## src/rtl/nap_pkg.sv

```systemverilog
// Shared definitions for the nap/alarm sequencer: state encoding and width helpers.
package nap_pkg;

  typedef enum logic [2:0] {
    S_AUTO_SET   = 3'd0,
    S_SLEEP      = 3'd1,
    S_ALARM      = 3'd2,
    S_CANCEL     = 3'd3,
    S_START      = 3'd4,
    S_MANUAL_SET = 3'd5,
    S_SNOOZE     = 3'd6
  } napState_e;

  // Bits needed to count 0..snoozeMax inclusive.
  function automatic int snWidth(input int snoozeMax);
    return (snoozeMax < 1) ? 1 : $clog2(snoozeMax + 1);
  endfunction

  // Bits needed to hold the larger of the two tick intervals.
  function automatic int cntWidth(input int ticksA, input int ticksB);
    int maxTicks;
    maxTicks = (ticksA > ticksB) ? ticksA : ticksB;
    return (maxTicks < 1) ? 1 : $clog2(maxTicks + 1);
  endfunction

endpackage

```

## src/rtl/nap_tick_timer.sv

```systemverilog
// Tick-strobe interval counter: synchronous clear wins, counts ticks while enabled,
// saturates at all-ones instead of wrapping.
module nap_tick_timer #(
  parameter int CNT_W = 9
) (
  input  logic             clock,
  input  logic             reset,
  input  logic             clear,
  input  logic             enable,
  input  logic             tick,
  output logic [CNT_W-1:0] count
);

  always_ff @(posedge clock or posedge reset) begin
    if (reset) begin
      count <= '0;
    end else if (clear) begin
      count <= '0;
    end else if (enable && tick && (count != {CNT_W{1'b1}})) begin
      count <= count + CNT_W'(1);
    end
  end

endmodule

```

## src/rtl/nap_sequencer.sv

```systemverilog
// Nap/alarm sequencer: START -> AUTO/MANUAL setting -> SLEEP -> ALARM with bounded snooze,
// timed snooze interval and alarm auto-timeout, all paced by a slow tick strobe.
//
//   state      | meaning
//   -----------+-----------------------------------------------
//   START      | idle after reset or cancel, init asserted
//   AUTO_SET   | automatic setting datapath running
//   MANUAL_SET | manual setting datapath running
//   SLEEP      | sleep countdown running
//   ALARM      | alarm sounding, waits for key or timeout
//   SNOOZE     | snooze interval, returns to ALARM when expired
//   CANCEL     | single-cycle cancel pulse, then back to START
module nap_sequencer
  import nap_pkg::*;
#(
  parameter int SNOOZE_MAX    = 3,
  parameter int SNOOZE_TICKS  = 300,
  parameter int ALARM_TIMEOUT = 60,
  parameter int CNT_W         = cntWidth(SNOOZE_TICKS, ALARM_TIMEOUT)
) (
  input  logic                             clock,
  input  logic                             reset,
  input  logic                             tick,
  input  logic                             switch,
  input  logic                             complete_setting,
  input  logic                             complete_sleep,
  input  logic                             sharp,
  input  logic                             star,
  output logic                             init,
  output logic                             en_auto_setting,
  output logic                             en_manual_setting,
  output logic                             en_sleep,
  output logic                             en_alarm,
  output logic                             en_snooze,
  output logic                             en_cancel,
  output logic                             timed_out,
  output logic [snWidth(SNOOZE_MAX)-1:0]   snooze_count,
  output logic [2:0]                       state
);

  localparam int SN_W = snWidth(SNOOZE_MAX);

  napState_e        stateQ;
  napState_e        nextState;
  logic             timeoutHit;
  logic             timerClear;
  logic             timerEnable;
  logic [CNT_W-1:0] timerCount;
  logic             canSnooze;

  assign canSnooze   = (snooze_count < SN_W'(SNOOZE_MAX));
  assign timerClear  = (nextState != stateQ);
  assign timerEnable = (stateQ == S_ALARM) || (stateQ == S_SNOOZE);

  nap_tick_timer #(
    .CNT_W (CNT_W)
  ) uTimer (
    .clock  (clock),
    .reset  (reset),
    .clear  (timerClear),
    .enable (timerEnable),
    .tick   (tick),
    .count  (timerCount)
  );

  always_comb begin
    nextState  = S_START;
    timeoutHit = 1'b0;
    case (stateQ)
      S_START:      nextState = switch ? S_MANUAL_SET : S_AUTO_SET;
      S_AUTO_SET: begin
        if (complete_setting) nextState = S_SLEEP;
        else if (switch)      nextState = S_MANUAL_SET;
        else                  nextState = S_AUTO_SET;
      end
      S_MANUAL_SET: begin
        if (complete_setting) nextState = S_SLEEP;
        else if (!switch)     nextState = S_AUTO_SET;
        else                  nextState = S_MANUAL_SET;
      end
      S_SLEEP: begin
        if (sharp)               nextState = S_CANCEL;
        else if (complete_sleep) nextState = S_ALARM;
        else                     nextState = S_SLEEP;
      end
      // Star at the snooze limit falls through so the timeout keeps running.
      S_ALARM: begin
        if (sharp) begin
          nextState = S_CANCEL;
        end else if (star && canSnooze) begin
          nextState = S_SNOOZE;
        end else if (tick && (timerCount == CNT_W'(ALARM_TIMEOUT - 1))) begin
          nextState  = S_CANCEL;
          timeoutHit = 1'b1;
        end else begin
          nextState = S_ALARM;
        end
      end
      S_SNOOZE: begin
        if (sharp)                                                 nextState = S_CANCEL;
        else if (tick && (timerCount == CNT_W'(SNOOZE_TICKS - 1))) nextState = S_ALARM;
        else                                                       nextState = S_SNOOZE;
      end
      S_CANCEL:     nextState = S_START;
      default:      nextState = S_START;
    endcase
  end

  // Outputs are registered from nextState so they line up with the state register.
  always_ff @(posedge clock or posedge reset) begin
    if (reset) begin
      stateQ            <= S_START;
      snooze_count      <= '0;
      timed_out         <= 1'b0;
      init              <= 1'b1;
      en_auto_setting   <= 1'b0;
      en_manual_setting <= 1'b0;
      en_sleep          <= 1'b0;
      en_alarm          <= 1'b0;
      en_snooze         <= 1'b0;
      en_cancel         <= 1'b0;
    end else begin
      stateQ            <= nextState;
      timed_out         <= timeoutHit;
      init              <= (nextState == S_START);
      en_auto_setting   <= (nextState == S_AUTO_SET);
      en_manual_setting <= (nextState == S_MANUAL_SET);
      en_sleep          <= (nextState == S_SLEEP);
      en_alarm          <= (nextState == S_ALARM);
      en_snooze         <= (nextState == S_SNOOZE);
      en_cancel         <= (nextState == S_CANCEL);
      if (stateQ == S_CANCEL) begin
        snooze_count <= '0;
      end else if ((stateQ == S_ALARM) && (nextState == S_SNOOZE)) begin
        snooze_count <= snooze_count + SN_W'(1);
      end
    end
  end

  assign state = stateQ;

endmodule

```

## config.mk

```make
export PLATFORM = sky130hd
export DESIGN_NAME = nap_sequencer
export DESIGN_NICKNAME = d
export VERILOG_FILES = /design/src/rtl/nap_pkg.sv /design/src/rtl/nap_tick_timer.sv /design/src/rtl/nap_sequencer.sv
export SDC_FILE = /design/constraint.sdc
export NUM_CORES = 1
export LEC_CHECK = 0
export BUFFER_PORTS_ARGS = -buffer_cell sky130_fd_sc_hd__buf_2
export CORE_ASPECT_RATIO = 1.1
export CORE_MARGIN = 2
export CORE_UTILIZATION = 35
export DETAILED_ROUTE_END_ITERATION = 6
export GPL_ROUTABILITY_DRIVEN = 0
export SLEW_MARGIN = 20
export SYNTH_ARGS = -nofsm -noshare
export SYNTH_HDL_FRONTEND = slang
export SYNTH_SLANG_ARGS = --single-unit
```

## constraint.sdc

```tcl
create_clock -name clock -period 2.8 [get_ports clock]
set_input_delay 0.56 -clock clock [delete_from_list [all_inputs] [get_ports clock]]
set_output_delay 0.56 -clock clock [all_outputs]
set_load 0.005 [all_outputs]
```

[Yosys cells after proc, flatten, opt, wreduce, memory -nomap -nowiden]
Index checks and enable logic that the tools add are counted.
Storage, ports and cells
  logic and storage cells: 60
  latch bits: 0
  RAM bits: 0
  input port bits: 8
  memories kept: 0
  memory bits (read-only): 0
  bits in registers: 22
  output and inout port bits: 13
Cells by class
  eq/ne operators: 16
  multipliers: 0
  reduce and logical (&&, ||, !) cells: 12
  multiplexer cells: 18
  shift-type cells: 0
  order comparisons: 1
  div/mod/pow operators: 0
  add/sub/neg operators: 2
  bitwise gates (word level): 0
Operator list (number)
  $eq A3 B3 Y1 const B: 6
  $mux W3: 6
  $mux W9: 2
  $pmux W3 S5: 1
  $eq A3 B2 Y1 const B: 4
  $add A9 B1 Y9 const B: 1
  $eq A9 B6 Y1 const B: 1
  $eq A9 B9 Y1 const B: 1
  $ne A9 B9 Y1 const B: 1
  $mux W2: 4
  $eq A3 B1 Y1 const B: 2
  $logic_and A1 B1 Y1: 6
  $logic_not A3 Y1: 2
  $mux W1: 5
  $reduce_bool A2 Y1: 2
  $ne A3 B3 Y1: 1
  $add A2 B1 Y2 const B: 1
  $lt A2 B2 Y1 const B: 1
  $reduce_or A2 Y1: 1
  $logic_or A1 B1 Y1: 1

[Depth between registers and ports, before layout]
Gate-level depths: netlist of run 1.
  depth in word-level cells: 10
  depth in mapped cells: 10
  gate-level depth less buffers: 9

[Modules after synthesis]
From an unflattened synthesis of run 1, not the netlist that was laid out.
Second synthesis, totals
  cell total of the unflattened synthesis: 121
  area total of the unflattened synthesis: 1237.4 um2
Modules (own cells, without submodules)
  nap_sequencer: area each 753.2 um2, seq. area each 327.8 um2, instances 1, cells an instance 74
  nap_tick_timer: area each 484.2 um2, seq. area each 225.2 um2, instances 1, cells an instance 47

[Worst setup path after synthesis of run 1]
OpenSTA, ideal clock, no wires.
  path kind: register -> register
  from: reg uTimer.count[0]
  to: reg uTimer.count[7]
  data arrival time: 2.290 ns
  cell stages (with the launch flop): 11
  buffers on the path: 1
  required time: 2.706 ns
  clock period less this slack: 2.384 ns
  path slack: 0.416 ns
  library setup time: 0.094 ns
  path through: dfrtp_1 -> ha_1 -> nand4_1 -> nor2_1 -> ha_1 -> nor4bb_1 -> buf_2 -> nand2_1 -> or3_1 -> or2_2 -> a221oi_2
On the way
  longest elaborated chain between the ends: 8
  elaborated cells on any way between the ends: 17
  classes of those cells: add/sub: 1; eq/ne: 4; mux: 8; reduce/logical: 4
RTL lines
  start: declaration: RTL line nap_tick_timer.sv:11  | output logic [CNT_W-1:0] count
  start signal: assignment: RTL line nap_tick_timer.sv:20  | count <= count + CNT_W'(1);
  $eq A9 B6 Y1: RTL line nap_sequencer.sv:92  | end else if (tick && (timerCount == CNT_W'(ALARM_TIMEOUT - 1))) begin
  $logic_and A1 B1 Y1: RTL line nap_sequencer.sv:92
  $mux W1: RTL line nap_sequencer.sv:92
  $mux W3: RTL line nap_sequencer.sv:90  | end else if (star && canSnooze) begin
  $mux W3: RTL line nap_sequencer.sv:88  | if (sharp) begin
  $pmux W3 S5: RTL line nap_sequencer.sv:69  | case (stateQ)
  $ne A3 B3 Y1: RTL line nap_sequencer.sv:52  | assign timerClear = (nextState != stateQ);
  $mux W9 / $reduce_bool A2 Y1 (equally long branches)
Several ways; a longest one is shown, not always the timed one. The select of a mux whose other input is x is not followed.
A chain may end at the register's enable or synchronous reset.

[Worst setup path after layout of run 1]
Same ends and word-level chain as after synthesis.

==> run_results.csv, run 1 <==
group,metric,value,unit
outcome,outcome,"finished, final reports clean",
yosys,synth_mux_area_frac,0.0178,
power,vdd_drop_max,0.553,mV
floorplan,die_x,59.7,um
worst_setup_path,r2r-end,"uTimer.count[7]",
worst_setup_path,crit_start,"uTimer.count[0]",
global_route,grt_max_degree,23,
placed_design,port_buffers,20,
yosys,yosys.area_share.xor_xnor,0.0440,
yosys,syn-instance-count,119,
clock_tree,clk_latency,320,ps
power,power_leakage,0.000626,uW
detailed_routing,drc_errors,0,
timing,rsz0062_at_grt,"false",
detailed_routing,route.vias.total,1014,
yosys,synth-adder-area-share,0.0314,
clock_tree,cts_resized,0,
detailed_routing,first_pass_iters,4,
timing,slew_violations,0,
detailed_routing,wl_per_cell,15.1,um
placed_design,post-dp-hpwl,1.93,mm
floorplan,pin_count,21,
clock_tree,clk_pin_slew_worst_paths,130,ps
clock_tree,clk_path_buf_depth,2,
worst_setup_path,critPathMaxFanout,5,
floorplan,die_y,65.3,um
worst_setup_path,end_kind,"register",
worst_setup_path,crit_type,"register to register",
detailed_routing,drtAntennaViolNets,0,
global_route,grt_pass1_vias,1005,
timing,relSlewSlack,0.436,
worst_setup_path,ff2ff_path_depth,9,
clock_tree,h-tree-depth,1,
yosys,synth_top_family_by_area,"simple AND/OR/NAND/NOR gates",
yosys,yosysTopAreaCell,"dfrtp_1",
clock_tree,clock_sinks,22,
timing,tightestPinTransition,844,ps
detailed_routing,viasPerCell,5.76,
worst_setup_path,cp.required,3040,ps
floorplan,core_area,3300,um^2
global_route,grt_overflow_total,0,
timing,period_needed,2470,ps
layout,insertedDiodeCount,0,
yosys,async_reset_ff_frac,1.00,
timing,setup_viol,0,
yosys,synth_edf_count,0,
timing,final_hold_viol_count,0,
yosys,yosysUniqueCellTypes,44,
timing,fin_skew,5.02,ps
detailed_routing,drt_iter0_markers,26,
min_path,hp-class,"primary input to asynchronous set/reset pin",
yosys,ys.flop_type,"dfrtp_1",
floorplan,floorplan.initialDensity,0.362,
detailed_routing,routed_wl,2.66,mm
floorplan,fp-row-count,22,
layout,fin_nets,152,
yosys,syn_area_per_cell,10.0,um^2
yosys,synth-compound-area-share,0.172,
layout,drive_gt1_frac,0.271,
clock_tree,cts_buffers,3,
clock_tree,cts_setup_buffers,0,
layout,syn_to_final_growth,15.4,%
global_route,track_usage,0.153,
timing,holdWs,388,ps
power,power_density,876,nW/um^2
yosys,yosysSeqAreaShare,0.463,
yosys,yosys.area_share.simple,0.229,
clock_tree,cts_tree,"built",
timing,max_freq,405,MHz
run,cap_violations,0,
global_route,grt_first_pass_wirelength,4.59,mm
yosys,syn_area,1190,um^2
yosys,synth_top_area_frac,0.419,
worst_setup_path,start_kind,"register",
worst_setup_path,critPathArrivalTime,2710,ps
yosys,yosysMostFrequentCell,"dfrtp_1",
worst_setup_path,reg2reg_from,"uTimer.count[0]",
yosys,ys_ff_latch,22,
worst_setup_path,cp-endpoint,"uTimer.count[7]",
clock_tree,postCtsHoldBufs,0,
timing,fin_tns_setup,0,ps
floorplan,die_area,3900,um^2
yosys,yosys-top-cells-count,"20 x dfrtp_1, 12 x nor2_1, 11 x nand2_1",
global_route,antenna_found_initial,0,
clock_tree,cts_root_buf,"clkbuf_4",
yosys,syn_nets,130,
yosys,yosys-top-cells-area,"dfrtp_1 42%, a211oi_1 5.0%, dfstp_2 4.4%",
timing,finalCritPeriodShare,0.881,
yosys,yosys_warnings,0,
worst_setup_path,reg2reg_setup_slack,330,ps
-- metal layers --
layer	part of all wire	GRT usage	vias up	routed length (um)
met5	0	0	-	0
met4	0.014	0.0500	0	38
met3	0.049	0.0177	5	130
met2	0.50	0.264	30	1330
met1	0.43	0.196	500	1150
li1	-	-	479	-
-- registers in the layout (all words and copies together) (netlist names) --
name               count
en_sleep               1
init                   1
uTimer.count           9
en_snooze              1
en_manual_setting      1
state                  3
en_auto_setting        1
timed_out              1
en_alarm               1
en_cancel              1
snooze_count           2
-- worst min-delay path by stage --
stage	cells after the start	end
floorplan	1	timed_out
global placement	1	snooze_count[1]
detailed placement	1	timed_out
CTS	2	uTimer.count[0]
global route	2	uTimer.count[1]
finish	2	en_alarm
-- kinds of logic after synthesis --
logic type,count (synthesis)
simple gates,49
compound gates,26
xor+xnor,6
buf+inv,11
fa+ha+maj,3
mux,2
flops,22
-- cells in the final DEF, fill, tap and decap left out, drive strengths merged, types with 5 or more instances in the layout --
master,Yosys,final
nor3,7,7
buf,3,22
a211oi,8,8
xor2,5,5
nor2,13,13
nand2,11,11
inv,6,6
dfrtp,20,20
-- critical path: stages, from the launching register on --
cell      delay (ps)
dfrtp_1          430
ha_1             270
nand4_1          110
nor2_1            50
ha_1             160
nor4bb_1         340
nand2_1          140
or3_1            380
or2_2            290
a221oi_2         230
-- stage by stage --
stage	worst slack [ps]	power (uW)	area (um^2)	util	instances
floorplan	416	821	1190	-	119
global placement	439	956	1330	0.402	172
detailed placement	350	962	1330	0.402	172
CTS	329	1220	1380	0.417	176
global route	147	1290	1380	0.417	176
finish	333	1210	1380	0.417	176
-- area by class of cell --
class / count / area (um^2)
Timing Repair Buffer: 22 / 115
Sequential cell: 22 / 553
Clock inverter: 1 / 30.0
Clock buffer: 3 / 22.5
Multi-Input combinational cell: 86 / 591
Fill cell: 353 / 1920
Inverter: 6 / 22.5
Tap cell: 36 / 45.0
-- power by group --
part	internal (uW)	switching [uW]	total, uW
Sequential	395	90.8	486
Clock	145	104	249
Combinational	197	275	472
Total	738	470	1210
Power figures use the tool's default switching activity.
==> run 2: changes to the inputs <==
- CORE_MARGIN: 2 -> 10
- HOLD_SLACK_MARGIN: not set -> 0.08
==> run 2 against run 1 <==
Effect of this change:
- count of clock-buffer cells in the layout did not move
- largest power group unchanged
- critical path depth did not move
- clock skew rose by 0.53 ps
- core utilization did not move
- final cell count did not move
==> run_results.csv, run 2 (synthesized netlist as in run 1, its figures left out) <==
group,metric,value,unit
outcome,outcome,"finished, final reports clean",
floorplan,die_y,81.3,um
global_route,grt_pass1_vias,1028,
floorplan,fp-row-count,22,
layout,largest_register_ffs,9,
worst_setup_path,critPathArrivalTime,2680,ps
detailed_routing,routed_wl,2.67,mm
power,power,1200,uW
worst_setup_path,critPathMaxFanout,5,
layout,drive_gt1_frac,0.271,
clock_tree,clock_sinks,22,
detailed_routing,viasPerCell,5.52,
clock_tree,cts_tree,"built",
layout,insertedDiodeCount,0,
placed_design,port_buffers,20,
worst_setup_path,crit_type,"register to register",
min_path,hp-class,"primary input to asynchronous set/reset pin",
clock_tree,h-tree-depth,1,
worst_setup_path,reg2reg_setup_slack,350,ps
timing,period_needed,2450,ps
layout,regMostFlops,"uTimer.count",
timing,fin_tns_setup,0,ps
global_route,track_usage,0.102,
worst_setup_path,end_kind,"register",
timing,finalCritPeriodShare,0.876,
timing,max_freq,408,MHz
detailed_routing,first_pass_iters,4,
detailed_routing,drtAntennaViolNets,0,
clock_tree,postCtsHoldBufs,0,
global_route,grt_max_degree,23,
layout,post-route-util,0.417,
clock_tree,cts_resized,0,
clock_tree,clk_latency,310,ps
global_route,grt_first_pass_wirelength,4.91,mm
worst_setup_path,reg2reg_from,"uTimer.count[0]",
detailed_routing,route.vias.total,972,
run,cap_violations,0,
placed_design,post-dp-hpwl,2.06,mm
detailed_routing,wl_per_cell,15.2,um
layout,layout_common_cells,"20 x dfrtp_1, 20 x buf_2, 12 x nor2_1",
clock_tree,cts_buffers,3,
global_route,antenna_found_initial,0,
layout,final_cell_area,1380,um^2
clock_tree,clk_pin_slew_worst_paths,120,ps
floorplan,core_area,3300,um^2
floorplan,die_x,75.7,um
global_route,grt_overflow_total,0,
worst_setup_path,ff2ff_path_depth,9,
worst_setup_path,r2r-end,"uTimer.count[7]",
worst_setup_path,start_kind,"register",
timing,fin_skew,5.55,ps
clock_tree,clk_path_buf_depth,2,
worst_setup_path,cp.required,3020,ps
timing,tightestPinTransition,801,ps
timing,fin_ws,347,ps
layout,fin_nets,152,
timing,final_hold_viol_count,0,
detailed_routing,drc_errors,0,
layout,syn_to_final_growth,15.4,%
timing,slew_violations,0,
detailed_routing,drt_iter0_markers,74,
floorplan,pin_count,21,
floorplan,die_area,6150,um^2
power,power_leakage,0.000626,uW
placed_design,place_ws,371,ps
timing,rsz0062_at_grt,"false",
timing,relSlewSlack,0.465,
clock_tree,cts_root_buf,"clkbuf_4",
floorplan,floorplan.initialDensity,0.362,
placed_design,placed_cell_area,1330,um^2
timing,setup_viol,0,
power,vdd_drop_max,0.529,mV
clock_tree,cts_setup_buffers,0,
power,power_density,872,nW/um^2
[run 2: cell counts in the layout (fill, tap and decap cells not counted)]
No cell type changed its count.
[run 2: cell type report]
class                   count  area, um^2
multi-input cells          86         591
clock buffers               3        22.5
inverters                   6        22.5
well taps                  36        45.0
fillers                   337        1920
clock inverters             1        30.0
flip-flops and latches     22         553
repair buffers             22         115
[run 2: worst max-delay path, stage by stage, from the launching register on]
cell      delay, ps
dfrtp_1         420
ha_1            270
nand4_1         110
nor2_1           50
ha_1            170
nor4bb_1        320
nand2_1         130
or3_1           370
or2_2           290
a221oi_2        230
[run 2: report_power, final]
part | switching (uW) | internal (uW) | leakage, uW | total (uW)
clock network | 96.7 | 145 | 0.0000279 | 241
registers | 91.6 | 395 | 0.000292 | 487
logic | 277 | 197 | 0.000306 | 474
total | 465 | 737 | 0.000626 | 1200
[run 2: per-layer routing]
layer	vias to the layer above	global-route usage	routed length [um]
li1	474	-	-
met1	474	0.128	1220
met2	22	0.156	1250
met3	2	0.0439	182
met4	0	0.0260	19
met5	-	0	0
[run 2: stage by stage]
step | hold WS (ps) | std cells
6_report | 380 | 176
5_1_grt | 458 | 176
4_1_cts | 414 | 176
3_5_place_dp | 514 | 172
3_3_place_gp | 512 | 172
2_1_floorplan | 458 | 119
[run 2: how the worst max path moves through the flow]
stage	slack, ps	startpoint	end
floorplan	420	uTimer.count[0]	uTimer.count[7]
global placement	440	tick	uTimer.count[7]
detailed placement	370	uTimer.count[0]	uTimer.count[7]
CTS	340	uTimer.count[0]	uTimer.count[7]
global route	180	uTimer.count[0]	uTimer.count[7]
finish	350	uTimer.count[0]	uTimer.count[7]
==> run 3: changes to the inputs <==
- ABC_AREA: not set -> 1
==> run 3 against run 2 <==
Effect of this change:
- via count decreased by 1.3%
- worst setup slack improved by 410 ps
- register-to-register slack improved by 410 ps
- combinational power increased by 13%
- highest routed layer unchanged
- routed wire length decreased by 9.1%
- sequential share of layout area decreased by 0.15 points
- critical endpoint unchanged
==> run_results.csv, run 3 <==
group,metric,value,unit
run,cap_violations,0,
clock_tree,clk_path_buf_depth,2,
layout,largest_register_ffs,9,
global_route,grt_pass1_vias,965,
yosys,yosys-top-cells-count,"30 x nand2_1, 25 x nor2_1, 24 x inv_1",
worst_setup_path,r2r-end,"uTimer.count[7]",
layout,fin_nets,183,
layout,drive_gt1_frac,0.253,
clock_tree,postCtsHoldBufs,0,
layout,regMostFlops,"uTimer.count",
placed_design,post-dp-hpwl,1.92,mm
global_route,antenna_found_initial,0,
timing,fin_tns_setup,0,ps
yosys,async_reset_ff_frac,1.00,
placed_design,port_buffers,20,
floorplan,die_x,76.1,um
yosys,syn_nets,159,
timing,final_hold_viol_count,0,
timing,slew_violations,0,
detailed_routing,first_pass_iters,4,
yosys,ys.flop_type,"dfrtp_1",
floorplan,pin_count,21,
detailed_routing,drtAntennaViolNets,0,
detailed_routing,drc_errors,0,
clock_tree,cts_root_buf,"clkbuf_4",
detailed_routing,viasPerCell,4.40,
timing,setup_viol,0,
worst_setup_path,start_kind,"register",
yosys,synth_edf_count,0,
yosys,syn_area,1210,um^2
worst_setup_path,cp.required,3000,ps
layout,layout_commonest_cell,"nand2_1",
worst_setup_path,end_kind,"register",
placed_design,place_ws,779,ps
worst_setup_path,critPathMaxFanout,6,
floorplan,die_area,6220,um^2
power,vdd_drop_max,0.491,mV
yosys,yosysUniqueCellTypes,24,
yosys,syn_area_per_cell,8.19,um^2
timing,fin_skew,4.11,ps
worst_setup_path,crit_chain,"ha_1 -> nand2_1 -> nor2_1 -> nand3_1 -> nor3_1 -> ha_1 -> nor2_1 -> nand2_1 -> nor2_2 -> nand3_1 -> nor2_1 -> xor2_1 -> nor2_1",
clock_tree,clock_sinks,22,
timing,max_freq,490,MHz
clock_tree,cts_resized,0,
worst_setup_path,reg2reg_from,"uTimer.count[0]",
clock_tree,clk_pin_slew_worst_paths,120,ps
yosys,ys_ff_latch,22,
worst_setup_path,crit_start,"uTimer.count[0]",
worst_setup_path,crit_type,"register to register",
min_path,hp-class,"primary input to asynchronous set/reset pin",
yosys,syn-instance-count,148,
clock_tree,cts_setup_buffers,0,
layout,insertedDiodeCount,0,
detailed_routing,drt_iter0_markers,29,
yosys,yosys_warnings,0,
detailed_routing,wl_per_cell,11.1,um
floorplan,die_y,81.7,um
power,power_density,818,nW/um^2
worst_setup_path,cp-endpoint,"uTimer.count[7]",
global_route,grt_first_pass_wirelength,4.31,mm
timing,fin_ws,761,ps
timing,relSlewSlack,0.440,
yosys,yosysSeqAreaShare,0.456,
power,power_leakage,0.000738,uW
worst_setup_path,max_stage_delay,420,ps
yosys,yosysMostFrequentCell,"nand2_1",
worst_setup_path,critPathArrivalTime,2240,ps
clock_tree,cts_tree,"built",
yosys,yosysTopAreaCell,"dfrtp_1",
worst_setup_path,ff2ff_path_depth,13,
detailed_routing,route.vias.total,959,
worst_setup_path,slowest_stage,"dfrtp_1",
global_route,grt_max_degree,23,
floorplan,floorplan.initialDensity,0.364,
clock_tree,clk_latency,300,ps
timing,period_needed,2040,ps
floorplan,fp-row-count,22,
global_route,grt_overflow_total,0,
worst_setup_path,reg2reg_setup_slack,760,ps
timing,tightestPinTransition,839,ps
layout,syn_to_final_growth,14.1,%
timing,finalCritPeriodShare,0.728,
floorplan,core_area,3330,um^2
yosys,yosys-top-cells-area,"dfrtp_1 41%, nand2_1 9.3%, nor2_1 7.7%",
detailed_routing,routed_wl,2.43,mm
global_route,track_usage,0.0827,
timing,rsz0062_at_grt,"false",
worst_setup_path,path_common_cell,"nor2_1",
yosys,synth_top_area_frac,0.413,
clock_tree,h-tree-depth,1,
layout,layout_common_cells,"30 x nand2_1, 25 x nor2_1, 24 x inv_1",
clock_tree,cts_buffers,3,
outcome,outcome,"finished, final reports clean",
[run 3: cell types whose count changed in the layout (fill, tap and decap cells not counted), moves of 3 or more]
cell | before | now
nand3_1 | 2 | 7
a211oi_1 | 8 | 0
nor2_1 | 12 | 25
nor2_2 | 1 | 6
nand2_2 | 0 | 4
nor3b_1 | 3 | 0
inv_1 | 6 | 24
nand2_1 | 11 | 30
[run 3: report_power, final]
group          leakage, uW  internal, uW  total (uW)  switching, uW
logic             0.000432           190         534            344
registers         0.000292           394         457           62.8
clock network    0.0000138          50.0         141           90.5
total             0.000738           635        1130            497
[run 3: per-layer routing]
metal / share of wire / vias to the layer above / track usage
li1: - / 498 / -
met5: 0 / - / 0
met3: 0.047 / 2 / 0.0240
met1: 0.48 / 444 / 0.106
met2: 0.47 / 15 / 0.134
met4: 0.0070 / 0 / 0.0223
[run 3: final cells by class]
type / count / area (um^2)
Tap cell: 48 / 60.1
Fill cell: 350 / 1950
Timing Repair Buffer: 20 / 100
Clock buffer: 3 / 22.5
Multi-Input combinational cell: 101 / 558
Sequential cell: 22 / 553
Inverter: 24 / 90.1
[run 3: kinds of logic after synthesis]
| family | Yosys count | synth area share |
|---|---|---|
| AOI/OAI and AO/OA | 8 | 0.0506 |
| and+or+nand+nor | 83 | 0.328 |
| xor gates and xnor gates | 7 | 0.0506 |
| buffers and inverters | 25 | 0.0836 |
| adders and majority gates | 3 | 0.0310 |
| DFF | 22 | 0.456 |
[run 3: worst min-delay path by stage]
stage	startpoint	end	slack [ps]
2_1_floorplan	reset	en_alarm	550
5_1_grt	sharp	timed_out	450
3_5_place_dp	snooze_count[1]	snooze_count[1]	560
3_3_place_gp	snooze_count[1]	snooze_count[1]	540
4_1_cts	reset	en_alarm	440
6_report	reset	en_alarm	410
[run 3: stage by stage]
stage	utilization	std cells	hold WS, ps	power, uW	area, um^2
6_report	0.415	218	409	1130	1380
2_1_floorplan	-	148	547	859	1210
3_5_place_dp	0.409	215	557	1010	1360
5_1_grt	0.415	218	446	1240	1380
3_3_place_gp	0.409	215	544	994	1360
4_1_cts	0.415	218	439	1160	1380
[run 3: critical path: cells and delay by family, from the launching register on]
kind	cells	cell delay [ps]
AND/OR/NAND/NOR	10	1000
flip-flops	1	420
adder cells (fa/ha/maj)	2	390
XOR/XNOR	1	150
